===== config.mk =====
export PLATFORM = sky130hd
export DESIGN_NAME = ghr_ckpt_queue
export DESIGN_NICKNAME = d
export VERILOG_FILES = /design/src/rtl/ghr_ckpt_queue.sv
export SDC_FILE = /design/constraint.sdc
export NUM_CORES = 1
export LEC_CHECK = 0
export ABC_AREA = 1
export BUFFER_PORTS_ARGS = -buffer_cell sky130_fd_sc_hd__buf_2
export CAP_MARGIN = 20
export CORE_ASPECT_RATIO = 1.5
export CORE_MARGIN = 2
export CORE_UTILIZATION = 50
export CTS_BUF_LIST = sky130_fd_sc_hd__clkbuf_8 sky130_fd_sc_hd__clkbuf_16
export DETAILED_ROUTE_END_ITERATION = 16
export PLACE_DENSITY = 0.7
export SYNTH_ARGS = -nofsm -noshare
export SYNTH_HDL_FRONTEND = slang
export SYNTH_SLANG_ARGS = --single-unit

===== constraint.sdc =====
create_clock -name clk -period 4.4 [get_ports clk]
set_input_delay 0.88 -clock clk [delete_from_list [all_inputs] [get_ports clk]]
set_output_delay 0.88 -clock clk [all_outputs]
set_load 0.01 [all_outputs]

===== src/rtl/ghr_ckpt_queue.sv =====
// ghr_ckpt_queue: a circular store of GHR snapshots, one per in-flight
// predicted branch. On a mispredict it repairs the GHR (snapshot shifted left
// with the actual outcome) and drops every checkpoint younger than the branch.
module ghr_ckpt_queue #(
    parameter int DEPTH = 16,
    parameter int GHR_W = 32,
    parameter int TAG_W = $clog2(DEPTH)
) (
    input  logic             clk,
    input  logic             rst,
    input  logic             alloc_valid,
    input  logic [GHR_W-1:0] alloc_ghr,
    output logic             alloc_ready,
    output logic [TAG_W-1:0] alloc_tag,
    input  logic             resolve_valid,
    input  logic [TAG_W-1:0] resolve_tag,
    input  logic             resolve_mispredict,
    input  logic             resolve_taken,
    input  logic             commit_valid,
    input  logic             flush,
    output logic             ghr_wen,
    output logic [GHR_W-1:0] ghr_wdata,
    output logic [TAG_W:0]   count,
    output logic             empty,
    output logic             full
);

    logic [GHR_W-1:0] snap [DEPTH];
    logic [DEPTH-1:0] valid_q;
    logic [DEPTH-1:0] valid_d;
    logic [TAG_W-1:0] head;
    logic [TAG_W-1:0] tail;
    logic [TAG_W-1:0] resolve_dist;
    logic             mispredict_hit;
    logic             alloc_fire;
    logic             commit_fire;

    assign full           = (count == (TAG_W+1)'(DEPTH));
    assign empty          = (count == '0);
    assign alloc_ready    = !full && !flush && !(resolve_valid && resolve_mispredict);
    assign alloc_tag      = tail;
    assign alloc_fire     = alloc_valid && alloc_ready;
    assign commit_fire    = commit_valid && valid_q[head];
    assign mispredict_hit = resolve_valid && resolve_mispredict && valid_q[resolve_tag];
    assign resolve_dist   = resolve_tag - head;

    // Next valid vector: a mispredict drops entries further from head than the resolved one
    always_comb begin
        valid_d = valid_q;
        if (mispredict_hit) begin
            for (int i = 0; i < DEPTH; i++) begin
                if (TAG_W'(TAG_W'(i) - head) > resolve_dist) begin
                    valid_d[i] = 1'b0;
                end
            end
        end
        if (commit_fire) begin
            valid_d[head] = 1'b0;
        end
        if (alloc_fire) begin
            valid_d[tail] = 1'b1;
        end
    end

    // Snapshot storage needs no reset; entries are only read while valid
    always_ff @(posedge clk) begin
        if (alloc_fire) begin
            snap[tail] <= alloc_ghr;
        end
    end

    // Pointers, occupancy and valid bits with flush > mispredict > alloc priority
    always_ff @(posedge clk or negedge rst) begin
        if (!rst) begin
            head    <= '0;
            tail    <= '0;
            count   <= '0;
            valid_q <= '0;
        end else if (flush) begin
            head    <= '0;
            tail    <= '0;
            count   <= '0;
            valid_q <= '0;
        end else begin
            valid_q <= valid_d;
            if (commit_fire) begin
                head <= head + 1'b1;
            end
            if (mispredict_hit) begin
                tail  <= resolve_tag + 1'b1;
                count <= {1'b0, resolve_dist} + (TAG_W+1)'(1) - (TAG_W+1)'(commit_fire);
            end else begin
                if (alloc_fire) begin
                    tail <= tail + 1'b1;
                end
                count <= count + (TAG_W+1)'(alloc_fire) - (TAG_W+1)'(commit_fire);
            end
        end
    end

    // Registered GHR repair: one-cycle pulse carrying the shifted snapshot plus the real outcome
    always_ff @(posedge clk or negedge rst) begin
        if (!rst) begin
            ghr_wen   <= 1'b0;
            ghr_wdata <= '0;
        end else if (flush) begin
            ghr_wen   <= 1'b0;
        end else if (mispredict_hit) begin
            ghr_wen   <= 1'b1;
            ghr_wdata <= {snap[resolve_tag][GHR_W-2:0], resolve_taken};
        end else begin
            ghr_wen   <= 1'b0;
        end
    end

endmodule


==> run_results.csv, run 1 <==
group,metric,value,unit
final_layout,final_net_count,1866,
clock_network,path_clk_slew,70,ps
setup_path,critPathBufInv,4,
die,start_util,0.506,
placed_design,dp_cells,2305,
synth,postSynth.asyncResetShare,0.111,
timing,final.setup_skew,12.0,ps
grt,gr-total-overflow,0,
pwr,total_power,11.4,mW
route,dr.pass1.iters,5,
setup_path,cp-end-kind,"flop",
final_layout,fillCellCount,3469,
pwr,power.switching,2.69,mW
pwr,power_frac_seq,0.529,
timing,fin_ws,993,ps
grt,antenna_found_initial,1,
synth,ys_top_cells_by_area,"edfxtp_1 (66%), dfrtp_1 (6.8%), a22oi_1 (5.8%)",
setup_path,worst-path-stages,11,
timing,layout_worst_path_cycle_share,0.774,
setup_path,cp.required,4870,ps
final_layout,n_antenna_cell,0,
clock_network,cts_resized,0,
pwr,p_int,8.73,mW
setup_path,critPathLaunch,"resolve_tag[2]",
placed_design,gp_congestion,0.887,
final_layout,final_area,25500,µm²
timing,setup_tns,0,ps
die,die_h,265,µm
timing,setup_violations,0,
route,drt_iter0_drc,1513,
grt,grt.total_usage,0.240,
pwr,comb_power_share,0.101,
placed_design,pre_cts_ws,450,ps
setup_path,worst-setup-path-type,"in -> reg",
setup_path,r2r-end,"count[4]",
synth,synth_fp_nets,1778,
route,detail_route.vias_per_cell,6.12,
final_layout,utilization,0.569,
setup_path,crit_family,"buffers and inverters",
synth,avgSynthCellArea,13.5,µm²
placed_design,placed_cell_area,23900,µm²
setup_path,crit_fanout,46,
final_layout,synthToLayoutAreaGrowth,12.5,%
clock_network,htree_levels,2,
die,core,44800,µm²
clock_network,tritoncts,"built",
clock_network,cts_buffer_depth,3,
clock_network,cts_root_buf,"clkbuf_16",
grt,grt_pass1_vias,14900,
setup_path,cp_slowest_cell,"buf_4",
timing,whs,472,ps
route,wl,56.2,mm
setup_path,slowest_delay,670,ps
clock_network,cts_setup_buffers,0,
final_layout,instances_no_fill,2395,
synth,synth_top_area_share,0.657,
setup_path,path_cells,"buf_4, inv_1, buf_4, nand3_1, nand3_1, nand2_2, nand2_4, nor2_4, buf_4, nand3_1, o21a_1",
route,wl_per_cell,23.5,µm
flow_run,max_cap_viol_count,0,
die,die-area,47100,µm²
synth,yosys.cell_types.count,37,
route,route.detailed.drc,0,
timing,rsz0062_at_grt,"no",
setup_path,reg2reg_depth,14,
clock_network,numCtsBuffers,48,
pwr,pwr-share-clk,0.370,
setup_path,start_kind,"input port",
route,antenna_left,0,
route,vias,14700,
synth,yosysWarnings,0,
grt,grt_pass1_wl,85.5,mm
setup_path,worstPathArrival,3870,ps
synth,synth_edf_count,496,
synth,ys_ff_latch,558,
final_layout,multi_input_area,5600,µm²
synth,syn_inst,1685,
clock_network,cts_num_sinks,558,
placed_design,place.detailed.hpwl,29.9,mm
synth,syn-cell-area,22700,µm²
timing,min_period,3410,ps
die,io_pins,89,
synth,ys.flop_type,"edfxtp_1",
clock_network,clock_latency,570,ps
pwr,p_leak,8.91,nW
die,num_rows,95,
setup_path,r2r_slack,1040,ps
placed_design,io_buffers,87,
final_layout,drive_gt1_frac,0.125,
final_layout,seq_area,16400,µm²
setup_path,rr_startpoint,"head[0]",
die,die_w,178,µm
grt,grt_max_degree,125,
timing,slew_headroom,0.349,
synth,yosysTopAreaCell,"edfxtp_1",
pwr,swShare,0.236,
synth,seq_area_frac_synth,0.726,
outcome,status,"complete, no violations",
timing,drv_slew,0,
timing,fmax,0.294,GHz
pwr,power.density,448,nW/µm²
timing,hold_violations,0,
worst_hold_path,worstHoldPathType,"in -> async",
setup_path,setup.worst_path.end,"ghr_wdata[31]",
pwr,vdd_drop_max,0.000271,V
clock_network,hold_buffers,0,
timing,worstMarginPinSlew,976,ps
logic make-up (layout without fill, tap and decap cells):
kind of cell / count (synthesis) / count (layout) / synth area share
fa+ha+maj: 49 / 49 / 0.0277
simple gates: 530 / 530 / 0.102
xor+xnor: 12 / 12 / 0.00464
compound gates: 360 / 360 / 0.107
flops: 558 / 558 / 0.726
buf+inv: 176 / 304 / 0.0331
metal layers:
layer | GRT usage | share of wire | vias to the layer above
met4 | 0.0959 | 0.035 | 2
met2 | 0.416 | 0.51 | 696
met5 | 0 | 0.00020 | -
met1 | 0.305 | 0.38 | 7332
li1 | - | - | 6496
met3 | 0.0317 | 0.071 | 129
registers in the layout (all words and copies together) (netlist names):
register / count
snap: 496
ghr_wdata: 32
valid_q: 16
count: 5
alloc_tag: 4
head: 4
ghr_wen: 1
synthesized netlist by cell type (2+ instances only):
master and count:
edfxtp_1 496, nand2_1 287, a22oi_1 176, nand3_1 140, inv_1 81, dfrtp_1 62
o21ai_0 56, nor2_1 48, ha_1 47, nand4_1 44, a31oi_1 40, clkbuf_1 38
buf_2 36, a21oi_1 34, o21a_1 30, o211ai_1 9, buf_1 7, xor2_1 7
inv_2 5, xnor2_1 5, buf_4 4, buf_6 4, o22ai_1 4, or2_2 4
a21o_1 3, a32o_1 3, a22o_1 2, fa_1 2, nand2_2 2, o21ai_1 2
cell type report:
cell class,instances,share of cell area
flip-flops and latches,558,0.645
multi-input cells,951,0.219
clock buffers,52,0.0497
repair buffers,127,0.0320
well taps,582,0.0286
inverters,87,0.0133
clock inverters,38,0.0121
worst min-delay path by stage:
stage | endpoint | slack [ps] | cells after the start
finish | ghr_wdata[31] | 470 | 1
global route | ghr_wdata[14] | 510 | 1
CTS | ghr_wdata[25] | 490 | 2
detailed placement | ghr_wdata[25] | 470 | 2
global placement | ghr_wdata[0] | 470 | 2
floorplan | ghr_wdata[0] | 510 | 2
layout by cell type, fill, tap and decap left out, types with 6 or more instances in the layout:
master,count
nand3_1,140
nand2_1,287
o21a_1,30
buf_2,85
a22oi_1,176
a21oi_1,34
a31oi_1,40
dfrtp_1,62
ha_1,47
o211ai_1,9
edfxtp_1,496
inv_1,92
clkinv_1,10
nand4_1,44
nor2_4,18
buf_4,36
clkbuf_16,49
o21ai_0,56
xor2_1,7
buf_12,6
nor2_1,32
clkinv_2,8
worst reg2reg max path, stage by stage, from the launching register on:
cell,delay [ps]
dfrtp_1,380
inv_1,430
nor2_1,90
o211ai_1,250
nand3_1,130
a21boi_1,490
ha_1,220
inv_1,40
ha_1,200
fa_1,420
a21oi_1,160
nor2_1,50
nor2_1,110
xor2_1,170
o22ai_1,100
power groups by stage:
stage	logic [mW]	registers, mW	clock network (mW)
final	1.16	6.04	4.22
after CTS	1.16	6.04	4.27
after global routing	1.28	6.05	4.45
after detailed placement	1.15	6.15	0
after floorplan	0.634	6.19	0
after global placement	1.13	6.14	0
Power figures use the tool's default switching activity.
==> run 2, diff against run 1 <==
--- a/config.mk
+++ b/config.mk
@@ -13,7 +13,7 @@
 export CORE_UTILIZATION = 50
 export CTS_BUF_LIST = sky130_fd_sc_hd__clkbuf_8 sky130_fd_sc_hd__clkbuf_16
 export DETAILED_ROUTE_END_ITERATION = 16
-export PLACE_DENSITY = 0.7
+export PLACE_DENSITY = 0.72
 export SYNTH_ARGS = -nofsm -noshare
 export SYNTH_HDL_FRONTEND = slang
 export SYNTH_SLANG_ARGS = --single-unit
==> constraint.sdc (replaced) <==
create_clock -name clk -period 3 [get_ports clk]
set_input_delay 0.6 -clock clk [delete_from_list [all_inputs] [get_ports clk]]
set_output_delay 0.6 -clock clk [all_outputs]
set_load 0.01 [all_outputs]
==> run 2 against run 1 <==
  * Die area did not move
  * Cell count grew 1.5%
  * Combinational power rose by 54%
  * Count of clock-buffer cells in the layout is 8 higher
  * Sequential share of layout area fell by 1.5 points
  * Worst setup slack got worse by 880 ps
  * Clock power up 45%
  * Global-route usage hardly changed
  * Design area up 2.4%
  * First-iteration DRC count is 0.73% higher
  * Critical path depth is 3 higher
  * Sequential power grew 46%
  * Critical endpoint is now count[4]
==> run_results.csv, run 2 (same netlist as run 1, synthesis figures left out) <==
group,metric,value,unit
setup_path,critPathLaunch,"head[0]",
placed_design,gp_congestion,0.895,
final_layout,utilization,0.583,
final_layout,mostFrequentLayoutCells,"edfxtp_1 (496), nand2_1 (286), a22oi_1 (176)",
setup_path,start_kind,"flop",
flow_run,max_cap_viol_count,0,
setup_path,worst-setup-path-type,"reg -> reg",
setup_path,worst-path-stages,14,
clock_network,tritoncts,"built",
grt,grt_pass1_wl,85.9,mm
setup_path,rr_startpoint,"head[0]",
setup_path,cp_slowest_cell,"dfrtp_1",
pwr,vdd_drop_max,0.000417,V
timing,drv_slew,0,
die,start_util,0.506,
placed_design,pre_cts_ws,-41.8,ps
route,drt_iter0_drc,1524,
setup_path,crit_family,"compound AO/OA/AOI/OAI gates",
timing,fin_ws,113,ps
grt,grt_max_degree,63,
setup_path,crit_fanout,7,
clock_network,htree_levels,2,
pwr,total_power,16.8,mW
clock_network,cts_buffer_depth,3,
pwr,comb_power_share,0.107,
route,wl_per_cell,23.2,µm
grt,antenna_found_initial,3,
final_layout,final_net_count,1901,
timing,hold_violations,0,
clock_network,cts_resized,0,
grt,grt.total_usage,0.241,
final_layout,drive_gt1_frac,0.146,
pwr,p_leak,9.17,nW
timing,slew_headroom,0.371,
route,vias,14900,
setup_path,r2r-end,"count[4]",
route,detail_route.vias_per_cell,6.12,
timing,rsz0062_at_grt,"yes",
clock_network,cts_root_buf,"clkbuf_16",
outcome,status,"complete, no violations",
timing,setup_violations,0,
pwr,pwr-share-clk,0.366,
setup_path,path_cells,"buf_4, o21ai_0, o211ai_1, nand3_1, a21boi_2, ha_1, inv_1, ha_1, fa_1, a21oi_1, nor2_1, nor2_1, xor2_1, o22ai_1",
setup_path,cp.required,3430,ps
clock_network,path_clk_slew,70,ps
route,route.detailed.drc,0,
placed_design,place.detailed.hpwl,31.8,mm
setup_path,critPathBufInv,2,
final_layout,largest_reg_flops,496,
setup_path,reg2reg_depth,14,
clock_network,clock_latency,570,ps
grt,gr-total-overflow,0,
clock_network,cts_setup_buffers,0,
die,die_w,178,µm
timing,worstMarginPinSlew,944,ps
clock_network,cts_num_sinks,558,
setup_path,slowest_delay,430,ps
route,dr.pass1.iters,5,
final_layout,top_register,"snap",
final_layout,final_common_cell,"edfxtp_1",
placed_design,io_buffers,87,
setup_path,worstPathArrival,3320,ps
die,die-area,47100,µm²
pwr,p_int,12.8,mW
clock_network,hold_buffers,0,
pwr,power.switching,3.93,mW
setup_path,cp-end-kind,"flop",
die,core,44800,µm²
setup_path,setup.worst_path.end,"count[4]",
final_layout,synthToLayoutAreaGrowth,15.2,%
grt,grt_pass1_vias,15000,
pwr,swShare,0.234,
die,io_pins,89,
setup_path,r2r_slack,110,ps
pwr,power_frac_seq,0.527,
timing,layout_worst_path_cycle_share,0.962,
route,wl,56.3,mm
timing,fmax,0.346,GHz
clock_network,numCtsBuffers,49,
die,num_rows,95,
route,antenna_left,0,
worst_hold_path,worstHoldPathType,"in -> async",
final_layout,fillCellCount,3338,
die,die_h,265,µm
final_layout,reg_top3,"snap: 496 flops, ghr_wdata: 32 flops, valid_q: 16 flops",
timing,min_period,2890,ps
timing,final.setup_skew,24.0,ps
pwr,power.density,642,nW/µm²
-- run 2: changes by cell type in the layout (fill, tap and decap cells not counted), sizes merged --
cell	before	now
bufinv	5	2
inv	100	99
clkinvlp	1	4
clkbuf	52	60
diode	0	2
buf	127	161
clkinv	19	12
-- run 2: worst min path at each step --
stage | to | from | slack, ps
floorplan | alloc_tag[0] | rst | 300
global placement | ghr_wdata[0] | ghr_wdata[0] | 460
detailed placement | ghr_wdata[0] | ghr_wdata[0] | 470
CTS | ghr_wdata[11] | rst | 210
global route | ghr_wdata[27] | rst | 250
finish | ghr_wdata[9] | rst | 180
-- run 2: metal layers --
layer  vias to the layer above  track usage  share of wire
li1                       6569            -              -
met1                      7384        0.305           0.38
met2                       779        0.415           0.51
met3                       144       0.0294          0.072
met4                         2        0.103          0.038
met5                         -            0        0.00012
-- run 2: final cells by class --
type	count	area [µm²]	area share
diodes	2	5.00	0.000192
clock buffers	60	1390	0.0532
clock inverters	30	210	0.00805
inverters	87	334	0.0128
multi-input cells	951	5610	0.215
flip-flops and latches	558	16400	0.630
well taps	582	728	0.0279
repair buffers	161	1380	0.0530
-- run 2: worst reg2reg max path: stages, from the launching register on --
cell      delay [ps]
dfrtp_1          430
buf_4            190
o21ai_0          100
o211ai_1         220
nand3_1          160
a21boi_2         240
ha_1             160
inv_1             40
ha_1             190
fa_1             410
a21oi_1          170
nor2_1            60
nor2_1           130
xor2_1           160
o22ai_1          100
-- run 2: power by group through the flow --
stage	Sequential (mW)	Clock [mW]	Combinational, mW
2_1_floorplan	9.08	0	0.932
3_3_place_gp	9.00	0	1.73
3_5_place_dp	9.01	0	1.78
4_1_cts	8.84	6.21	1.79
5_1_grt	8.87	6.49	1.98
6_report	8.84	6.13	1.79
-- run 2: through the flow --
step	setup TNS (ps)	hold WS (ps)	std cells	instance area [µm²]
2_1_floorplan	-91590	304	1685	22700
3_3_place_gp	0	457	2339	24500
3_5_place_dp	-88.3	469	2339	24500
4_1_cts	0	211	2429	26100
5_1_grt	-88.6	248	2431	26100
6_report	0	178	2431	26100
